**src/rtl/calc_sequencer_if.sv**
```systemverilog
// Keypad-to-sequencer bundle: key strobe/code in, display value, blanking and status out.
interface calc_sequencer_if #(
  parameter int WIDTH  = 32,
  parameter int DIGITS = 8
);
  logic              key_valid;
  logic [4:0]        key;
  logic [WIDTH-1:0]  disp;
  logic [DIGITS-1:0] disp_mask;
  logic              busy;
  logic              err;
  logic              key_drop;

  modport master (
    output key_valid, key,
    input  disp, disp_mask, busy, err, key_drop
  );

  modport slave (
    input  key_valid, key,
    output disp, disp_mask, busy, err, key_drop
  );
endinterface

```
**src/rtl/calc_sequencer.sv**
```systemverilog
// Hex calculator controller: operand entry, chained operators, and a shared
// add/sub datapath plus a WIDTH-cycle shift-add multiplier.
//
// state    | meaning
// ENTRY    | operand being typed, display shows cur
// OP_PEND  | operator latched, display shows acc
// EXEC     | multiply iterating, display shows acc, keys other than clear dropped
// SHOW_RES | '=' result on display, next digit starts a fresh calculation
module calc_sequencer #(
  parameter int WIDTH  = 32,
  parameter int DIGITS = 8
) (
  input  logic             clk,
  input  logic             reset,
  calc_sequencer_if.slave  bus
);

  localparam int CW = $clog2(DIGITS + 1);
  localparam int MW = $clog2(WIDTH);

  typedef enum logic [1:0] {ENTRY, OP_PEND, EXEC, SHOW_RES} state_t;
  typedef enum logic [1:0] {OP_NONE, OP_ADD, OP_SUB, OP_MUL} op_t;

  state_t             r_state;
  op_t                r_op;
  op_t                r_next_op;
  logic               r_eq_pend;
  logic [WIDTH-1:0]   r_cur;
  logic [WIDTH-1:0]   r_acc;
  logic [CW-1:0]      r_cnt;
  logic [2*WIDTH-1:0] r_prod;
  logic [MW-1:0]      r_mcount;
  logic               r_err;
  logic               r_drop;

  logic               w_digit;
  logic               w_eq;
  logic               w_bs;
  logic               w_opkey;
  logic               w_clear;
  logic               w_droppable;
  op_t                w_key_op;
  op_t                w_new_op;
  logic [WIDTH:0]     w_sum;
  logic [WIDTH-1:0]   w_diff;
  logic               w_borrow;
  logic [WIDTH:0]     w_step;
  logic [2*WIDTH-1:0] w_prod_nx;
  logic [WIDTH-1:0]   w_shifted;
  logic [WIDTH-1:0]   w_disp;
  logic [DIGITS-1:0]  w_mask;

  assign w_digit     = bus.key_valid && !bus.key[4];
  assign w_eq        = bus.key_valid && (bus.key == 5'h10);
  assign w_bs        = bus.key_valid && (bus.key == 5'h11);
  assign w_opkey     = bus.key_valid && (bus.key >= 5'h12) && (bus.key <= 5'h14);
  assign w_clear     = bus.key_valid && (bus.key == 5'h15);
  assign w_droppable = bus.key_valid && (bus.key <= 5'h14);

  always_comb begin
    w_key_op = OP_NONE;
    case (bus.key)
      5'h12:   w_key_op = OP_ADD;
      5'h13:   w_key_op = OP_SUB;
      5'h14:   w_key_op = OP_MUL;
      default: w_key_op = OP_NONE;
    endcase
  end

  assign w_new_op  = w_eq ? OP_NONE : w_key_op;
  assign w_sum     = {1'b0, r_acc} + {1'b0, r_cur};
  assign w_diff    = r_acc - r_cur;
  assign w_borrow  = r_acc < r_cur;
  assign w_shifted = {r_cur[WIDTH-5:0], bus.key[3:0]};

  // One shift-add step: multiplicand acc, multiplier in the low half of prod.
  assign w_step    = {1'b0, r_prod[2*WIDTH-1:WIDTH]} + (r_prod[0] ? {1'b0, r_acc} : '0);
  assign w_prod_nx = {w_step, r_prod[WIDTH-1:1]};

  always_ff @(posedge clk or posedge reset) begin
    if (reset) begin
      r_state   <= ENTRY;
      r_op      <= OP_NONE;
      r_next_op <= OP_NONE;
      r_eq_pend <= 1'b0;
      r_cur     <= '0;
      r_acc     <= '0;
      r_cnt     <= '0;
      r_prod    <= '0;
      r_mcount  <= '0;
      r_err     <= 1'b0;
      r_drop    <= 1'b0;
    end else begin
      r_drop <= 1'b0;
      if (w_clear) begin
        r_state <= ENTRY;
        r_op    <= OP_NONE;
        r_cur   <= '0;
        r_acc   <= '0;
        r_cnt   <= '0;
        r_err   <= 1'b0;
      end else if (r_state == EXEC) begin
        r_drop <= w_droppable;
        r_prod <= w_prod_nx;
        if (r_mcount == '0) begin
          r_acc   <= w_prod_nx[WIDTH-1:0];
          r_op    <= r_next_op;
          r_state <= r_eq_pend ? SHOW_RES : OP_PEND;
          if (|w_prod_nx[2*WIDTH-1:WIDTH]) r_err <= 1'b1;
        end else begin
          r_mcount <= r_mcount - 1'b1;
        end
      end else if (w_digit) begin
        if (r_state == ENTRY) begin
          if (r_cnt < CW'(DIGITS)) begin
            r_cur <= w_shifted;
            // Leading zeros do not count toward the digit limit.
            if ((r_cnt != '0) || (bus.key[3:0] != 4'h0)) r_cnt <= r_cnt + 1'b1;
          end
        end else begin
          r_cur   <= {{(WIDTH-4){1'b0}}, bus.key[3:0]};
          r_cnt   <= {{(CW-1){1'b0}}, |bus.key[3:0]};
          r_state <= ENTRY;
          if (r_state == SHOW_RES) r_op <= OP_NONE;
        end
      end else if (w_bs) begin
        if (r_state == ENTRY) begin
          r_cur <= r_cur >> 4;
          if (r_cnt != '0) r_cnt <= r_cnt - 1'b1;
        end
      end else if (w_opkey || w_eq) begin
        case (r_state)
          ENTRY: begin
            case (r_op)
              OP_MUL: begin
                r_next_op <= w_new_op;
                r_eq_pend <= w_eq;
                r_prod    <= {{WIDTH{1'b0}}, r_cur};
                r_mcount  <= MW'(WIDTH - 1);
                r_state   <= EXEC;
              end
              OP_ADD: begin
                r_acc   <= w_sum[WIDTH-1:0];
                r_op    <= w_new_op;
                r_state <= w_eq ? SHOW_RES : OP_PEND;
                if (w_sum[WIDTH]) r_err <= 1'b1;
              end
              OP_SUB: begin
                r_acc   <= w_diff;
                r_op    <= w_new_op;
                r_state <= w_eq ? SHOW_RES : OP_PEND;
                if (w_borrow) r_err <= 1'b1;
              end
              default: begin
                r_acc   <= r_cur;
                r_op    <= w_new_op;
                r_state <= w_eq ? SHOW_RES : OP_PEND;
              end
            endcase
          end
          OP_PEND: begin
            if (w_opkey) r_op <= w_new_op;
          end
          SHOW_RES: begin
            if (w_opkey) begin
              r_op    <= w_new_op;
              r_state <= OP_PEND;
            end
          end
          default: ;
        endcase
      end
    end
  end

  assign w_disp = (r_state == ENTRY) ? r_cur : r_acc;

  always_comb begin
    w_mask = '0;
    for (int i = 0; i < DIGITS; i++) begin
      w_mask[i] = (i == 0) || (|(w_disp >> (4 * i)));
    end
  end

  assign bus.disp      = w_disp;
  assign bus.disp_mask = w_mask;
  assign bus.busy      = (r_state == EXEC);
  assign bus.err       = r_err;
  assign bus.key_drop  = r_drop;

endmodule

```
**src/flat_wrapper.sv**
```systemverilog
// flat-port wrapper written by rule: the top's interface ports become plain ports
module calc_sequencer_flat 
#(
  parameter int WIDTH  = 32,
  parameter int DIGITS = 8
)
  (clk, reset, bus_key_valid, bus_key, bus_disp, bus_disp_mask, bus_busy, bus_err, bus_key_drop);
  calc_sequencer_if #(.WIDTH(WIDTH), .DIGITS(DIGITS)) bus_i ();
  input  logic clk;
  input  logic reset;
  input wire logic [$bits(bus_i.key_valid)-1:0] bus_key_valid;
  input wire logic [$bits(bus_i.key)-1:0] bus_key;
  output wire logic [$bits(bus_i.disp)-1:0] bus_disp;
  output wire logic [$bits(bus_i.disp_mask)-1:0] bus_disp_mask;
  output wire logic [$bits(bus_i.busy)-1:0] bus_busy;
  output wire logic [$bits(bus_i.err)-1:0] bus_err;
  output wire logic [$bits(bus_i.key_drop)-1:0] bus_key_drop;
  assign bus_i.key_valid = bus_key_valid;
  assign bus_i.key = bus_key;
  assign bus_disp = bus_i.disp;
  assign bus_disp_mask = bus_i.disp_mask;
  assign bus_busy = bus_i.busy;
  assign bus_err = bus_i.err;
  assign bus_key_drop = bus_i.key_drop;
  calc_sequencer #(.WIDTH(WIDTH), .DIGITS(DIGITS)) u_core (.clk(clk), .reset(reset), .bus(bus_i));
endmodule
```
**config.mk**
```make
export PLATFORM = sky130hd
export DESIGN_NAME = calc_sequencer_flat
export DESIGN_NICKNAME = d
export VERILOG_FILES = /design/src/rtl/calc_sequencer_if.sv /design/src/rtl/calc_sequencer.sv /design/src/flat_wrapper.sv
export SDC_FILE = /design/constraint.sdc
export NUM_CORES = 1
export LEC_CHECK = 0
export BUFFER_PORTS_ARGS = -buffer_cell sky130_fd_sc_hd__buf_2
export CAP_MARGIN = 20
export CORE_MARGIN = 10
export CORE_UTILIZATION = 40
export CTS_BUF_LIST = sky130_fd_sc_hd__clkbuf_16
export DETAILED_ROUTE_END_ITERATION = 10
export MAX_ROUTING_LAYER = met4
export SLEW_MARGIN = 40
export SYNTH_ARGS = -nofsm -noshare
export SYNTH_HDL_FRONTEND = slang
export SYNTH_SLANG_ARGS = --single-unit
```
**constraint.sdc**
```tcl
create_clock -name clk -period 4.7 [get_ports clk]
set_input_delay 0.705 -clock clk [delete_from_list [all_inputs] [get_ports clk]]
set_output_delay 0.705 -clock clk [all_outputs]
set_load 0.005 [all_outputs]
```
; After elaboration in Yosys (flattened, before gate mapping)
; Cells that the tools add are included.
[op_classes]
addsub = 6
mul = 0
div = 0
order_cmp = 4
eq_ne = 31
n_shift = 0
mux = 77
n_bitwise = 4
n_reduce_logical = 45
[op_table]
columns = op, n
row1 = 2-to-1 mux 32 bit, 16
row2 = 2-to-1 mux 64 bit, 6
row3 = one-hot mux 32 bit (3 select lines), 1
row4 = 2-to-1 mux 2 bit, 22
row5 = 2-to-1 mux 4 bit, 9
row6 = 2-to-1 mux 5 bit, 7
row7 = adder 32 x 32 -> 33 bit, 1
row8 = adder 32 x 33 -> 33 bit, 1
row9 = < comparator 32 bit, 1
row10 = OR reduction 32 bit, 1
row11 = subtractor 32 bit, 1
row12 = "equality test 5 bit, second input constant", 6
row13 = OR reduction 28 bit, 1
row14 = AND reduction 6 bit, 4
row15 = OR reduction 24 bit, 1
row16 = OR reduction 20 bit, 1
row17 = "inequality test 4 bit, second input constant", 4
row18 = nonzero test 4 bit, 4
row19 = OR reduction 16 bit, 1
row20 = nonzero test 3 bit, 5
row21 = AND reduction 7 bit, 2
row22 = 2-to-1 mux 1 bit, 12
row23 = OR reduction 12 bit, 1
row24 = nonzero test 5 bit, 2
row25 = 34 further kinds, 57
[totals]
regBits = 146
latchBits = 0
ram_bits = 0
romBits = 0
memories = 0

; Depth between registers and ports, before layout
[depth]
ltp_word = 10
mapped_depth = 14
depth_no_buf = 14

; Worst setup path after synthesis
; OpenSTA, ideal clock, no wires.
[synth_path]
path_kind = register -> register
startpoint = register u_core.r_prod[0]
endpoint = register u_core.r_err (netlist: u_core.bus.err)
setup_ns = 0.131
arrival_time_ns = 3.756
t_required_ns = 4.569
path_slack_ns = 0.812
path_stages_with_launch = 15
path_buffers = 1
period_less_slack_ns = 3.888
path_cell_list = dfrtp_1 clkbuf_1 and2_1 ha_1 fa_1 a211oi_2 o21bai_1 nand4_1 nor3b_1 or3b_1 or4_1 or4_1 nor4_2 a31oi_1 or3_1
[synth_via]
elab_chain_len = 5
[synth_rtl]
columns = item, line
row1 = start: declaration, calc_sequencer.sv:31  ; logic [2*WIDTH-1:0] r_prod;
row2 = start signal: assignment, calc_sequencer.sv:104  ; r_prod <= w_prod_nx;
row3 = start signal: assignment, calc_sequencer.sv:138  ; r_prod <= {{WIDTH{1'b0}}, r_cur};
row4 = 2-to-1 mux 32 bit, calc_sequencer.sv:77  ; assign w_step = {1'b0, r_prod[2*WIDTH-1:WIDTH]} + (r_prod[0] ? {1'b0, r_acc} : '0);
row5 = adder 32 x 33 -> 33 bit, calc_sequencer.sv:77
row6 = OR reduction 32 bit, calc_sequencer.sv:109  ; if (|w_prod_nx[2*WIDTH-1:WIDTH]) r_err <= 1'b1;
row7 = inequality test 3 x 1 -> 1 bit (no source line), -
row8 = AND reduction 9 bit (no source line), -
row9 = end signal: assignment, calc_sequencer.sv:91  ; r_err <= 1'b0;
row10 = end signal: assignment, calc_sequencer.sv:101  ; r_err <= 1'b0;
row11 = end signal: assignment, calc_sequencer.sv:109
row12 = end: declaration, calc_sequencer.sv:33  ; logic r_err;
; Every way passes these cells.
; A chain may end at the register's enable or synchronous reset.

; Worst setup path in the final report
; Same ends and word-level chain as after synthesis.

==> flow_summary.ini <==
[clock_network]
clockBufferDepth = 2
htreeDepth = 4
cts_buffers = 17
cts.reportedPaths.clkPinSlew_ns = 0.07
cts_resized = 0
root_buffer = clkbuf_16
clock_latency_ns = 0.47
clock_sinks = 146
post-cts-setup-buffers = 0
cts_tree = yes
cts_hold_buf = 0

[place]
dp_cells = 2094
io_buffers = 49
place_congestion = 0.949
hpwl_mm = 33.9

[worst_setup_path]
crit_path_end_kind = flip-flop
cp.required_ns = 5.04
cp.arrival_ns = 4.76
crit_path_frequent_cell = a2111oi_0
crit_type = flip-flop to flip-flop
cp_slowest_cell = a2111oi_0
startpoint_type = flip-flop
critPathMaxFanout = 23
crit_path_max_incr_delay_ns = 0.57
path_cells = buf_4 > and2_1 > ha_1 > nand2_1 > o21ai_0 > a2111oi_0 > a311oi_1 > nor2_1 > xnor2_1 > a2111oi_0 > o2111a_1 > a31oi_1 > or3_1

[synth]
syn-num-nets = 1793
synth_ff_type = dfrtp_1
synth_top_family_by_area = compound AO/OA/AOI/OAI gates
synth_seq_cells = 146
synthAdderAreaFrac_pct = 10.3
synth_compound_area_share_pct = 29.2
synth_edf_count = 0
syn-cell-area_sq_um = 13200
synth_top_area_cell = dfrtp_1
yosysMostFrequentCell = a21oi_1
netlist_instances = 1678
muxShareOfSynthArea_pct = 3.66
synth_simple_gate_area_share_pct = 18.9
ys_types = 90
synth_seq_area_share_pct = 27.6
synthXorXnorAreaFrac_pct = 4.76
synth_top_area_share_pct = 27.6
avgSynthCellArea_sq_um = 7.89
synthArstFlopShare_pct = 100
synth.area.top_cells = dfrtp_1 28%, ha_1 9.8%, a21oi_1 7.1%
synth_top_cells_by_count = 189 x a21oi_1, 163 x nor2_1, 146 x dfrtp_1, 136 x o21ai_0, 133 x nand2_1
yosysWarnings = 0

[timing]
setup_violations = 0
finalSetupTns_ns = 0
slew_violations = 0
fin_crit_ns = 4.42
hold_violations = 0
fmax_ghz = 0.226
rsz0062_at_grt = no
tightest_slew_ns = 0.701
worst_clock_skew_ns = 0.0150
finalCritPeriodShare_pct = 94.0
slew_headroom_pct = 53.2

[layout]
syn2layout_area_growth_pct = 9.37
fillers = 3301
regArea_sq_um = 3650
fin_nets = 1786
fin_cells = 2126
multi_input_area_sq_um = 8880
antenna_cells = 0
drive_gt1_share_pct = 10.8

[die]
initial_core_util_pct = 40.6
placementRows = 66
die_w_um = 202
core-area_sq_um = 32600
die-height_um = 202
die_area_sq_um = 40800
io_pins = 51

[power]
p_per_area_nw_per_um2 = 856
sequentialPowerShare_pct = 21.3
p_clk_share_pct = 11.3
pwr-share-comb_pct = 67.5
power.share.switching_pct = 53.1
p_int_mw = 5.81
total_leakage_power_nw = 6.37
vdd_drop_max_uv = 375
power.switching_mw = 6.59

[drt]
wl_per_cell_um = 21.9
postRouteWirelength_mm = 46.5
drcViolationCount = 0
drt_iter0_drc = 1252
final_antenna_net_count = 0
firstDrtPassIters = 6
detail_route.vias_per_cell = 6.07
vias = 12900

[global_route]
grt_pass1_wl_mm = 73.0
grt_pass1_vias = 12400
grt-ovfl-total = 0
grt_max_degree = 93
antenna_found_initial = 0
grtUsageTotal_pct = 23.1

[hold_path]
hold_class = input port to async pin

[job]
drv_cap = 0

[status]
status = finished, final reports clean
[layout make-up]
cell class | instances | area share [%]
clock buffers | 17 | 2.94
clock inverters | 15 | 1.04
inverters | 81 | 2.15
repair buffers | 80 | 3.47
flip-flops and latches | 146 | 25.2
multi-input cells | 1345 | 61.3
well taps | 442 | 3.82
[power groups by stage]
stage | sequential (mW) | clock, mW | combinational, mW
4_1_cts | 2.61 | 1.42 | 8.24
6_report | 2.64 | 1.40 | 8.36
2_1_floorplan | 2.26 | 0 | 6.09
5_1_grt | 2.71 | 1.47 | 9.19
3_3_place_gp | 2.62 | 0 | 8.19
3_5_place_dp | 2.63 | 0 | 8.20
[flip-flops by register name (all words and copies together) (netlist names), 2 cells and up]
name / flops
u_core.r_next_op: 2
u_core.r_prod: 64
u_core.r_op: 2
u_core.r_state: 2
u_core.r_cnt: 4
u_core.r_acc: 32
u_core.r_cur: 32
u_core.r_mcount: 5
[worst max-delay path, delay by kind of cell (launching register included)]
kind            cells  cell delay [ns]
fa+ha+maj           1             0.44
simple gates        4             0.83
flops               1             0.47
compound gates      6             2.10
xor+xnor            1             0.21
buf+inv             1             0.25
[metrics by stage]
step / util [%] / hold slack (ns) / instance area, sq um / power, mW / setup slack (ns)
finish: 44.4 / 0.337 / 14500 / 12.4 / 0.280
global route: 44.4 / 0.386 / 14500 / 13.4 / 0.0787
CTS: 44.4 / 0.374 / 14500 / 12.3 / 0.246
detailed placement: 42.6 / 0.465 / 13900 / 10.8 / 0.261
global placement: 42.6 / 0.462 / 13900 / 10.8 / 0.257
floorplan: - / 0.442 / 13200 / 8.35 / 0.0720
[cells in the final DEF, fill, tap and decap left out, types with 24 or more instances in the layout]
master and n:
inv_1 75, dfrtp_1 146, buf_2 49, and2_1 37
a22oi_1 26, nand3_1 29, mux2_2 35, nand2_1 133
a22o_1 24, a221oi_1 24, ha_1 103, nor3_1 35
buf_4 29, nor2_1 158, a21oi_1 189, xnor2_1 51
o21ai_0 136, a31oi_1 29
[per-layer routing]
metal	share of wire (%)	routed length, um	global-route usage, %	vias up
li1	-	-	-	6124
met1	45	21100	30.0	6247
met2	46	21500	35.8	447
met3	6.2	2890	4.19	79
met4	2.3	1050	7.03	0
met5	0	0	-	-
[final timing paths]
kind | startpoint | to | slack (ns) | cells past startpoint
worst max register to register | u_core.r_prod[0] | u_core.bus.err | 0.28 | 13
max in group asynchronous | reset | u_core.r_prod[63] | 3.45 | 3
worst min register to register | u_core.r_prod[8] | u_core.r_prod[8] | 0.48 | 1
worst max-delay path | u_core.r_prod[0] | u_core.bus.err | 0.28 | 13
min in group clk | u_core.r_prod[8] | u_core.r_prod[8] | 0.48 | 1
worst min-delay path | reset | u_core.r_prod[4] | 0.34 | 2
[cell families after synthesis]
kind of cell             count (synthesis)
AO/OA/AOI/OAI                          599
AND/OR/NAND/NOR                        522
buffers and inverters                  187
flip-flops                             146
adder cells (fa/ha/maj)                107
XOR/XNOR                                72
multiplexers                            44
other                                    1
Note: power is estimated with default switching activity, not from simulation.
